## src/rtl/mem_lsu_pkg.sv

```systemverilog
// Shared op codes, FSM state encoding and the lane-decode result type for the MEM-stage LSU.
// Op codes match the ex_mem aluop field; anything not listed here is a non-memory op.
package mem_lsu_pkg;

  localparam logic [7:0] EXE_LB_OP  = 8'b1110_0000;
  localparam logic [7:0] EXE_LH_OP  = 8'b1110_0001;
  localparam logic [7:0] EXE_LW_OP  = 8'b1110_0011;
  localparam logic [7:0] EXE_LBU_OP = 8'b1110_0100;
  localparam logic [7:0] EXE_LHU_OP = 8'b1110_0101;
  localparam logic [7:0] EXE_SB_OP  = 8'b1110_1000;
  localparam logic [7:0] EXE_SH_OP  = 8'b1110_1001;
  localparam logic [7:0] EXE_SW_OP  = 8'b1110_1011;

  localparam logic        STOP          = 1'b1;
  localparam logic        NO_STOP       = 1'b0;
  localparam logic        WRITE_DISABLE = 1'b0;
  localparam logic [31:0] ZERO_WORD     = 32'h0000_0000;

  typedef enum logic [1:0] {
    LSU_IDLE = 2'b00,
    LSU_BUSY = 2'b01,
    LSU_DONE = 2'b10
  } lsu_state_e;

  typedef struct packed {
    logic        is_mem;
    logic        is_load;
    logic        misalign;
    logic [3:0]  sel;
    logic [31:0] wdata;
    logic [31:0] ldata;
  } lane_t;

endpackage

```

## src/rtl/mem_lsu_if.sv

```systemverilog
// Request/acknowledge data bus between the LSU (master) and data memory (slave).
// ack is a single-cycle strobe; rdata is only meaningful while ack is high.
interface mem_lsu_if #(
  parameter int ADDR_W = 32
);
  logic              req;
  logic              we;
  logic [ADDR_W-1:0] addr;
  logic [3:0]        sel;
  logic [31:0]       wdata;
  logic [31:0]       rdata;
  logic              ack;

  modport master (output req, we, addr, sel, wdata, input rdata, ack);
  modport slave  (input req, we, addr, sel, wdata, output rdata, ack);
endinterface

```

## src/rtl/mem_lsu_lane.sv

```systemverilog
// Combinational big-endian lane steering: byte enables, replicated store data,
// extended load result and alignment check. Zero latency, no flow control.
module mem_lsu_lane
  import mem_lsu_pkg::*;
(
  input  logic [7:0]  aluop_i,
  input  logic [1:0]  off_i,
  input  logic [31:0] reg2_i,
  input  logic [31:0] rdata_i,
  output lane_t       lane_o
);

  logic [7:0]  byte_dat;
  logic [15:0] half_dat;

  // sel[3] / rdata[31:24] is the byte at offset 0
  always_comb begin
    case (off_i)
      2'd0:    byte_dat = rdata_i[31:24];
      2'd1:    byte_dat = rdata_i[23:16];
      2'd2:    byte_dat = rdata_i[15:8];
      default: byte_dat = rdata_i[7:0];
    endcase
    half_dat = off_i[1] ? rdata_i[15:0] : rdata_i[31:16];
  end

  always_comb begin
    lane_o = '0;
    case (aluop_i)
      EXE_LB_OP, EXE_LBU_OP, EXE_SB_OP: begin
        lane_o.is_mem  = 1'b1;
        lane_o.is_load = (aluop_i != EXE_SB_OP);
        lane_o.sel     = 4'b1000 >> off_i;
        lane_o.wdata   = {4{reg2_i[7:0]}};
        lane_o.ldata   = (aluop_i == EXE_LB_OP) ? {{24{byte_dat[7]}}, byte_dat}
                                                : {24'h0, byte_dat};
      end
      EXE_LH_OP, EXE_LHU_OP, EXE_SH_OP: begin
        lane_o.is_mem   = 1'b1;
        lane_o.is_load  = (aluop_i != EXE_SH_OP);
        lane_o.misalign = off_i[0];
        lane_o.sel      = off_i[1] ? 4'b0011 : 4'b1100;
        lane_o.wdata    = {2{reg2_i[15:0]}};
        lane_o.ldata    = (aluop_i == EXE_LH_OP) ? {{16{half_dat[15]}}, half_dat}
                                                 : {16'h0, half_dat};
      end
      EXE_LW_OP, EXE_SW_OP: begin
        lane_o.is_mem   = 1'b1;
        lane_o.is_load  = (aluop_i == EXE_LW_OP);
        lane_o.misalign = |off_i;
        lane_o.sel      = 4'b1111;
        lane_o.wdata    = reg2_i;
        lane_o.ldata    = rdata_i;
      end
      default: ;
    endcase
  end

endmodule

```

## src/rtl/mem_lsu.sv

```systemverilog
// MEM-stage load/store unit: non-mem ops pass through with zero latency; a load/store takes
// IDLE->BUSY->DONE (3 cycles minimum), stalling the pipeline until the bus acknowledges.
module mem_lsu
  import mem_lsu_pkg::*;
#(
  parameter int ADDR_W = 32,
  parameter int DATA_W = 32
) (
  input  logic              clk,
  input  logic              rst,
  input  logic [7:0]        aluop_i,
  input  logic [ADDR_W-1:0] mem_addr_i,
  input  logic [DATA_W-1:0] reg2_i,
  input  logic [4:0]        wd_i,
  input  logic              wreg_i,
  input  logic [DATA_W-1:0] wdata_i,
  output logic [4:0]        wd_o,
  output logic              wreg_o,
  output logic [DATA_W-1:0] wdata_o,
  output logic              stallreq_o,
  output logic              misalign_o,
  mem_lsu_if.master         bus
);

  lsu_state_e        state_q, state_d;
  logic              we_q, we_d;
  logic [ADDR_W-1:0] addr_q, addr_d;
  logic [3:0]        sel_q, sel_d;
  logic [31:0]       bwdata_q, bwdata_d;
  logic [31:0]       rdata_q, rdata_d;
  lane_t             lane;
  logic              busy;

  // In DONE the held instruction is still on the inputs, so the lane decode
  // of aluop/offset applies equally to the latched read data.
  mem_lsu_lane u_lane (
    .aluop_i (aluop_i),
    .off_i   (mem_addr_i[1:0]),
    .reg2_i  (reg2_i),
    .rdata_i (rdata_q),
    .lane_o  (lane)
  );

  always_ff @(posedge clk) begin
    if (rst) begin
      state_q  <= LSU_IDLE;
      we_q     <= 1'b0;
      addr_q   <= '0;
      sel_q    <= 4'b0000;
      bwdata_q <= ZERO_WORD;
      rdata_q  <= ZERO_WORD;
    end else begin
      state_q  <= state_d;
      we_q     <= we_d;
      addr_q   <= addr_d;
      sel_q    <= sel_d;
      bwdata_q <= bwdata_d;
      rdata_q  <= rdata_d;
    end
  end

  always_comb begin
    state_d    = state_q;
    we_d       = we_q;
    addr_d     = addr_q;
    sel_d      = sel_q;
    bwdata_d   = bwdata_q;
    rdata_d    = rdata_q;
    wd_o       = wd_i;
    wreg_o     = wreg_i;
    wdata_o    = wdata_i;
    stallreq_o = NO_STOP;
    misalign_o = 1'b0;

    case (state_q)
      LSU_IDLE: begin
        if (lane.is_mem) begin
          wreg_o = WRITE_DISABLE;
          if (lane.misalign) begin
            misalign_o = 1'b1;
          end else begin
            stallreq_o = STOP;
            state_d    = LSU_BUSY;
            we_d       = ~lane.is_load;
            addr_d     = {mem_addr_i[ADDR_W-1:2], 2'b00};
            sel_d      = lane.sel;
            bwdata_d   = lane.wdata;
          end
        end
      end
      LSU_BUSY: begin
        stallreq_o = STOP;
        wreg_o     = WRITE_DISABLE;
        if (bus.ack) begin
          rdata_d = bus.rdata;
          state_d = LSU_DONE;
        end
      end
      LSU_DONE: begin
        state_d = LSU_IDLE;
        if (lane.is_load) begin
          wdata_o = lane.ldata;
        end else begin
          wreg_o = WRITE_DISABLE;
        end
      end
      default: state_d = LSU_IDLE;
    endcase

    // The ex_mem register is also in reset, so the writeback side reads as a bubble.
    if (rst) begin
      wd_o       = 5'd0;
      wreg_o     = WRITE_DISABLE;
      wdata_o    = ZERO_WORD;
      stallreq_o = NO_STOP;
      misalign_o = 1'b0;
    end
  end

  assign busy      = (state_q == LSU_BUSY);
  assign bus.req   = busy;
  assign bus.we    = busy & we_q;
  assign bus.addr  = busy ? addr_q : '0;
  assign bus.sel   = busy ? sel_q : 4'b0000;
  assign bus.wdata = busy ? bwdata_q : ZERO_WORD;

endmodule

```

## src/flat_wrapper.sv

```systemverilog
// flat-port wrapper written by rule: the top's interface ports become plain ports
module mem_lsu_flat import mem_lsu_pkg::*;
#(
  parameter int ADDR_W = 32,
  parameter int DATA_W = 32
)
  (clk, rst, aluop_i, mem_addr_i, reg2_i, wd_i, wreg_i, wdata_i, wd_o, wreg_o, wdata_o, stallreq_o, misalign_o, bus_req, bus_we, bus_addr, bus_sel, bus_wdata, bus_rdata, bus_ack);
  mem_lsu_if #(.ADDR_W(ADDR_W)) bus_i ();
  input  logic clk;
  input  logic rst;
  input  logic [7:0] aluop_i;
  input  logic [ADDR_W-1:0] mem_addr_i;
  input  logic [DATA_W-1:0] reg2_i;
  input  logic [4:0] wd_i;
  input  logic wreg_i;
  input  logic [DATA_W-1:0] wdata_i;
  output logic [4:0] wd_o;
  output logic wreg_o;
  output logic [DATA_W-1:0] wdata_o;
  output logic stallreq_o;
  output logic misalign_o;
  output wire logic [$bits(bus_i.req)-1:0] bus_req;
  output wire logic [$bits(bus_i.we)-1:0] bus_we;
  output wire logic [$bits(bus_i.addr)-1:0] bus_addr;
  output wire logic [$bits(bus_i.sel)-1:0] bus_sel;
  output wire logic [$bits(bus_i.wdata)-1:0] bus_wdata;
  input wire logic [$bits(bus_i.rdata)-1:0] bus_rdata;
  input wire logic [$bits(bus_i.ack)-1:0] bus_ack;
  assign bus_req = bus_i.req;
  assign bus_we = bus_i.we;
  assign bus_addr = bus_i.addr;
  assign bus_sel = bus_i.sel;
  assign bus_wdata = bus_i.wdata;
  assign bus_i.rdata = bus_rdata;
  assign bus_i.ack = bus_ack;
  mem_lsu #(.ADDR_W(ADDR_W), .DATA_W(DATA_W)) u_core (.clk(clk), .rst(rst), .aluop_i(aluop_i), .mem_addr_i(mem_addr_i), .reg2_i(reg2_i), .wd_i(wd_i), .wreg_i(wreg_i), .wdata_i(wdata_i), .wd_o(wd_o), .wreg_o(wreg_o), .wdata_o(wdata_o), .stallreq_o(stallreq_o), .misalign_o(misalign_o), .bus(bus_i));
endmodule
```

## config.mk

```make
export PLATFORM = sky130hd
export DESIGN_NAME = mem_lsu_flat
export DESIGN_NICKNAME = d
export VERILOG_FILES = /design/src/rtl/mem_lsu_pkg.sv /design/src/rtl/mem_lsu_if.sv /design/src/rtl/mem_lsu_lane.sv /design/src/rtl/mem_lsu.sv /design/src/flat_wrapper.sv
export SDC_FILE = /design/constraint.sdc
export NUM_CORES = 1
export LEC_CHECK = 0
export BUFFER_PORTS_ARGS = -buffer_cell sky130_fd_sc_hd__buf_2
export CORE_UTILIZATION = 35
export DETAILED_ROUTE_END_ITERATION = 10
export PLACE_DENSITY = 0.61
export SYNTH_ARGS = -nofsm -noshare
export SYNTH_HDL_FRONTEND = slang
export SYNTH_SLANG_ARGS = --single-unit
```

## constraint.sdc

```tcl
create_clock -name clk -period 6.25 [get_ports clk]
set_clock_uncertainty 0.05 [all_clocks]
set_input_delay 1.5625 -clock clk [delete_from_list [all_inputs] [get_ports clk]]
set_output_delay 1.5625 -clock clk [all_outputs]
set_load 0.1 [all_outputs]
```

==> results of run 1 <==
## cell type report
| cell class | count | area, um2 |
|---|---|---|
| Multi-Input combinational cell | 539 | 3190 |
| Fill cell | 1520 | 7570 |
| Tap cell | 184 | 230 |
| Clock buffer | 10 | 229 |
| Sequential cell | 101 | 2020 |
| Clock inverter | 6 | 87.6 |
| Antenna cell | 1 | 2.50 |
| Timing Repair Buffer | 265 | 1380 |
| Inverter | 12 | 45.0 |
## routing by layer
layer / GRT usage, % / vias up
li1: - / 2895
met1: 27.5 / 2717
met2: 39.0 / 213
met3: 6.07 / 21
met4: 7.46 / 0
met5: 0 / -
## Yosys cell counts, types with 2 or more instances
cell / instances
a211o_1: 2
a211oi_1: 36
a21oi_1: 78
a221oi_1: 24
a22oi_1: 16
and2_1: 60
and4b_1: 2
buf_2: 22
buf_4: 2
clkbuf_1: 41
dfxtp_1: 101
inv_1: 11
mux2_2: 15
nand2_1: 164
nand2b_1: 5
nor2_1: 57
nor2b_1: 7
nor3_1: 31
nor3_2: 2
o211a_1: 2
o211ai_1: 2
o21ai_0: 8
o32ai_1: 8
## kinds of logic after synthesis
| family | share of synthesized area [%] |
|---|---|
| simple gates | 28.6 |
| compound gates | 23.7 |
| flops | 37.7 |
| buf+inv | 6.12 |
| mux | 3.76 |
| other cells | 0.0700 |
## report_power, final
| part | switching, W | total, W | internal, W | leakage (nW) |
|---|---|---|---|---|
| logic | 0.000178 | 0.000245 | 0.0000678 | 2.02 |
| clock network | 0.000253 | 0.000604 | 0.000351 | 0.145 |
| registers | 0.00000267 | 0.000651 | 0.000648 | 0.814 |
## tightest hold or removal path, delay by kind of cell, from the launching register on
family | cells | cell delay (ns)
flip-flops | 1 | 0.31
AND/OR/NAND/NOR | 1 | 0.05
AO/OA/AOI/OAI | 1 | 0.05
## registers in the layout (all words and copies together), names as in the netlist
signal,flops
u_core.addr_q,30
u_core.bwdata_q,32
u_core.rdata_q,32
u_core.sel_q,4
u_core.state_q,2
u_core.we_q,1
## worst paths after layout
check,start,to,slack [ns],depth (start not counted)
hold reg to reg,u_core.addr_q[20]$_SDFFE_PP0P_,u_core.addr_q[20]$_SDFFE_PP0P_,0.40,2
setup reg to reg,u_core.state_q[0]$_SDFFE_PP0P_,u_core.rdata_q[15]$_SDFFE_PP0P_,3.75,5
hold / removal,u_core.addr_q[20]$_SDFFE_PP0P_,u_core.addr_q[20]$_SDFFE_PP0P_,0.40,2
setup / recovery,mem_addr_i[1],wdata_o[13],0.82,5
## per-stage QoR
stage          hold slack [ns]  area (um2)  cells
4_1_cts                  0.401        7180   1117
3_5_place_dp             0.392        6860   1101
2_1_floorplan            0.377        5520    718
5_1_grt                  0.418        7180   1117
6_report                 0.398        7180   1118
3_3_place_gp             0.388        6860   1101
==> impl_metrics.yaml, run 1 <==
outcome:
  status: "complete, no violations"
clock_network:
  cts_buffer_depth: 2
  tritoncts: "done"
  cts_made_buffers: 9
  cts_setup_buffers: 0
  cts_htree_levels: 3
  clkTransAtPathRegs_ns: 0.07
  insertion_delay_ns: 0.35
  cts_resized: 0
  cts_hold_buf: 0
  cts_root_buf: "clkbuf_16"
  cts_sinks: 101
layout:
  mostFrequentLayoutCell: "buf_2"
  final_cell_mix: "buf_2 (250), nand2_1 (164), dfxtp_1 (101)"
  layout-drive-gt1-share_pct: 36.1
  final_core_util_pct: 48.7
  syn2layout_area_growth_pct: 34.1
  final_nets: 1073
logic_synthesis:
  async_flop_share_pct: 0
  synth_ff_type: "dfxtp_1"
  synth_seq_cells: 101
  synth-edff-count: 0
  synthTopCellsByArea: "dfxtp_1 (38%), nand2_1 (11%), a21oi_1 (7.3%)"
  synth-seq-area-share_pct: 37.7
  synth_top_area_share_pct: 37.7
  netlist_instances: 717
  synth_cell_type_count: 44
  syn_area_mm2: 0.00536
  yosys.area.top_type: "dfxtp_1"
  yosysWarnings: 0
  avgSynthCellArea_um2: 7.47
flow_run:
  cap_violations: 0
setup_path:
  crit_type: "in -> out"
  cp-start-kind: "input pin"
  cp_common_cell: "buf_2"
  path_max_fanout: 15
  cp-end-kind: "output port"
  cp_slowest_cell: "a21oi_1"
  crit_family: "compound AO/OA/AOI/OAI gates"
  cp_cell_sequence: "buf_2 -> mux4_2 -> a21oi_1 -> a211oi_2 -> buf_2"
  cp_data_arrival_time_ns: 3.82
  worstPathBufferInverterCount: 2
  cp_slowest_stage_delay_ns: 0.85
  required_ns: 4.64
sta:
  maxSlewViolCount: 0
  layout_min_cycle_time_ns: 5.43
  fin_crit_sh_pct: 86.9
  hold_viol_final: 0
  fmax_mhz: 184
  setup_tns_ns: 0
  slew_headroom_pct: 17.4
  rsz0062_at_grt: "no"
  finalSetupViolations: 0
  timing_worst_slew_pin_value_ns: 1.23
  finalWorstSetupSlack_ns: 0.818
grt:
  gr-total-overflow: 0
  grt_usage_pct: 22.7
  grt_first_pass_wirelength_um: 28400
  grt_max_degree: 64
  grt_pass1_vias: 5347
  antenna_found_initial: 1
floorplanning:
  die_y_um: 126
  core_mm2: 0.0148
  initial_core_util_pct: 36.3
  dieArea_mm2: 0.0158
  die_w_um: 126
  ios: 255
  row_count: 44
detailed_routing:
  ant_nets: 0
  met1Wirelength_um: 7690
  drt_wl_total_um: 18300
  routedWlPerCell_um: 16.3
  num_vias: 5846
  dr.pass1.iters: 5
  top_layer_used: "met4"
  via_per_inst: 5.23
  wl_met2_um: 8910
  drc: 0
  drt_iter0_markers: 358
  wl_met3_um: 1340
min_path:
  hp-class: "reg -> reg"
placement:
  post-place-ws_ns: 0.805
  routabilityCongestion: 0.809
  dp_hpwl_um: 12900
  portBuffers: 252
power_and_ir_drop:
  p_per_area_mw_per_mm2: 209
  power.total_w: 0.00150
  vdd_ir_drop_max_uv: 148
  p_leak_nw: 2.98
No activity file was read; power rests on OpenSTA's default activity.
==> run 2, diff against run 1 <==
--- a/config.mk
+++ b/config.mk
@@ -5,7 +5,7 @@
 export SDC_FILE = /design/constraint.sdc
 export NUM_CORES = 1
 export LEC_CHECK = 0
-export BUFFER_PORTS_ARGS = -buffer_cell sky130_fd_sc_hd__buf_2
+export BUFFER_PORTS_ARGS = -buffer_cell sky130_fd_sc_hd__clkbuf_2
 export CORE_UTILIZATION = 35
 export DETAILED_ROUTE_END_ITERATION = 10
 export PLACE_DENSITY = 0.61
==> impl_metrics.yaml, run 2 (synthesis gave the netlist of run 1 again) <==
outcome:
  status: "complete, no violations"
floorplanning:
  ios: 255
  row_count: 44
  die_w_um: 126
  initial_core_util_pct: 36.3
  dieArea_mm2: 0.0158
  core_mm2: 0.0148
  die_y_um: 126
layout:
  layout-drive-gt1-share_pct: 36.2
  syn2layout_area_growth_pct: 33.8
  multi_input_area_mm2: 0.00319
  final_nets: 1075
  top_regs: "u_core.bwdata_q x32, u_core.rdata_q x32, u_core.addr_q x30"
  final_cell_mix: "clkbuf_2 (250), nand2_1 (164), dfxtp_1 (101)"
  final_core_util_pct: 48.6
  fin_area_mm2: 0.00717
  nFillCells: 1543
  antenna_cells: 0
  mostFrequentLayoutCell: "clkbuf_2"
  seqCellArea_mm2: 0.00202
detailed_routing:
  num_vias: 5885
  routedWlPerCell_um: 16.5
  dr.pass1.iters: 5
  drt_wl_total_um: 18500
  via_per_inst: 5.27
  drc: 0
  ant_nets: 0
  drt_iter0_markers: 369
placement:
  dp_hpwl_um: 13200
  routabilityCongestion: 0.824
  portBuffers: 252
  placed_cell_area_mm2: 0.00688
sta:
  setup_tns_ns: 0
  layout_min_cycle_time_ns: 5.54
  maxSlewViolCount: 0
  fmax_mhz: 180
  timing_worst_slew_pin_value_ns: 1.20
  slew_headroom_pct: 20.0
  finalSetupViolations: 0
  fin_crit_sh_pct: 88.7
  hold_viol_final: 0
  rsz0062_at_grt: "no"
clock_network:
  cts_htree_levels: 3
  cts_sinks: 101
  cts_resized: 0
  cts_setup_buffers: 0
  tritoncts: "done"
  cts_root_buf: "clkbuf_16"
  insertion_delay_ns: 0.34
  cts_hold_buf: 0
  cts_buffer_depth: 2
  cts_made_buffers: 9
  clkTransAtPathRegs_ns: 0.07
grt:
  gr-total-overflow: 0
  grt_first_pass_wirelength_um: 29100
  antenna_found_initial: 0
  grt_usage_pct: 23.2
  grt_max_degree: 64
  grt_pass1_vias: 5499
power_and_ir_drop:
  switching_share_pct: 29.2
  combPwrFrac_pct: 17.0
  p_sw_w: 0.000427
  p_leak_nw: 2.93
  p_seq_share_pct: 44.6
  vdd_ir_drop_max_uv: 160
  p_per_area_mw_per_mm2: 204
  internal_power_w: 0.00103
  power_frac_clock_pct: 38.4
setup_path:
  setup.worst_path.start: "aluop_i[0]"
  cp-end-kind: "output port"
  r2r_start: "u_core.state_q[1]$_SDFFE_PP0P_"
  cp-endpoint: "wdata_o[15]"
  r2r_slack_ns: 3.77
  cp-start-kind: "input pin"
  path_max_fanout: 19
  r2r_end: "u_core.rdata_q[30]$_SDFFE_PP0P_"
  crit_type: "in -> out"
  r2r_cells: 5
  cp_data_arrival_time_ns: 3.93
  required_ns: 4.64
flow_run:
  cap_violations: 0
min_path:
  hp-class: "reg -> reg"
## run 2: cell count changes in the layout (fill, tap and decap cells not counted), sizes merged
cell | before | now
buf | 265 | 17
bufinv | 2 | 1
clkbuf | 10 | 260
clkinvlp | 3 | 2
diode | 1 | 0
## run 2: per-layer routing
metal / wire [um] / GRT usage (%) / vias to the layer above
li1: - / - / 2908
met1: 7850 / 29.0 / 2709
met5: 0 / 0 / -
met2: 8810 / 38.8 / 241
met4: 318 / 6.81 / 0
met3: 1470 / 6.46 / 27
## run 2: metrics by stage
step | power (W) | std cells | setup slack [ns] | hold slack [ns]
after floorplan | 0.000836 | 718 | 0.493 | 0.377
after global placement | 0.000913 | 1103 | 0.735 | 0.389
after detailed placement | 0.000913 | 1103 | 0.730 | 0.392
after CTS | 0.00148 | 1117 | 0.694 | 0.401
after global routing | 0.00151 | 1117 | 0.495 | 0.416
final | 0.00146 | 1117 | 0.709 | 0.398
## run 2: cell type report
class                           instances  area share, %
Clock buffer                           10           3.33
Clock inverter                          4          0.698
Inverter                               12          0.628
Multi-Input combinational cell        539           44.5
Sequential cell                       101           28.2
Tap cell                              184           3.21
Timing Repair Buffer                  267           19.4
## run 2: worst min-delay path by stage
stage,startpoint,cells past startpoint,to,slack (ns)
floorplan,u_core.sel_q[2]$_SDFFE_PP0P_,2,u_core.sel_q[2]$_SDFFE_PP0P_,0.38
global placement,u_core.addr_q[21]$_SDFFE_PP0P_,2,u_core.addr_q[21]$_SDFFE_PP0P_,0.39
detailed placement,u_core.addr_q[29]$_SDFFE_PP0P_,2,u_core.addr_q[29]$_SDFFE_PP0P_,0.39
CTS,u_core.addr_q[29]$_SDFFE_PP0P_,2,u_core.addr_q[29]$_SDFFE_PP0P_,0.40
global route,u_core.addr_q[19]$_SDFFE_PP0P_,2,u_core.addr_q[19]$_SDFFE_PP0P_,0.42
finish,u_core.bwdata_q[7]$_SDFFE_PP0P_,2,u_core.bwdata_q[7]$_SDFFE_PP0P_,0.40
## run 2: power by group through the flow
| stage | sequential (W) | clock [W] | combinational (W) |
|---|---|---|---|
| finish | 0.000651 | 0.000561 | 0.000247 |
| global route | 0.000651 | 0.000600 | 0.000261 |
| CTS | 0.000651 | 0.000577 | 0.000248 |
| detailed placement | 0.000666 | 0 | 0.000247 |
| global placement | 0.000666 | 0 | 0.000247 |
| floorplan | 0.000665 | 0 | 0.000171 |
## run 2: worst max-delay path, stage by stage
cell      delay (ns)
clkbuf_2        0.36
nor2b_1         0.27
o211ai_2        0.25
a21oi_1         0.89
a211oi_2        0.17
clkbuf_2        0.42
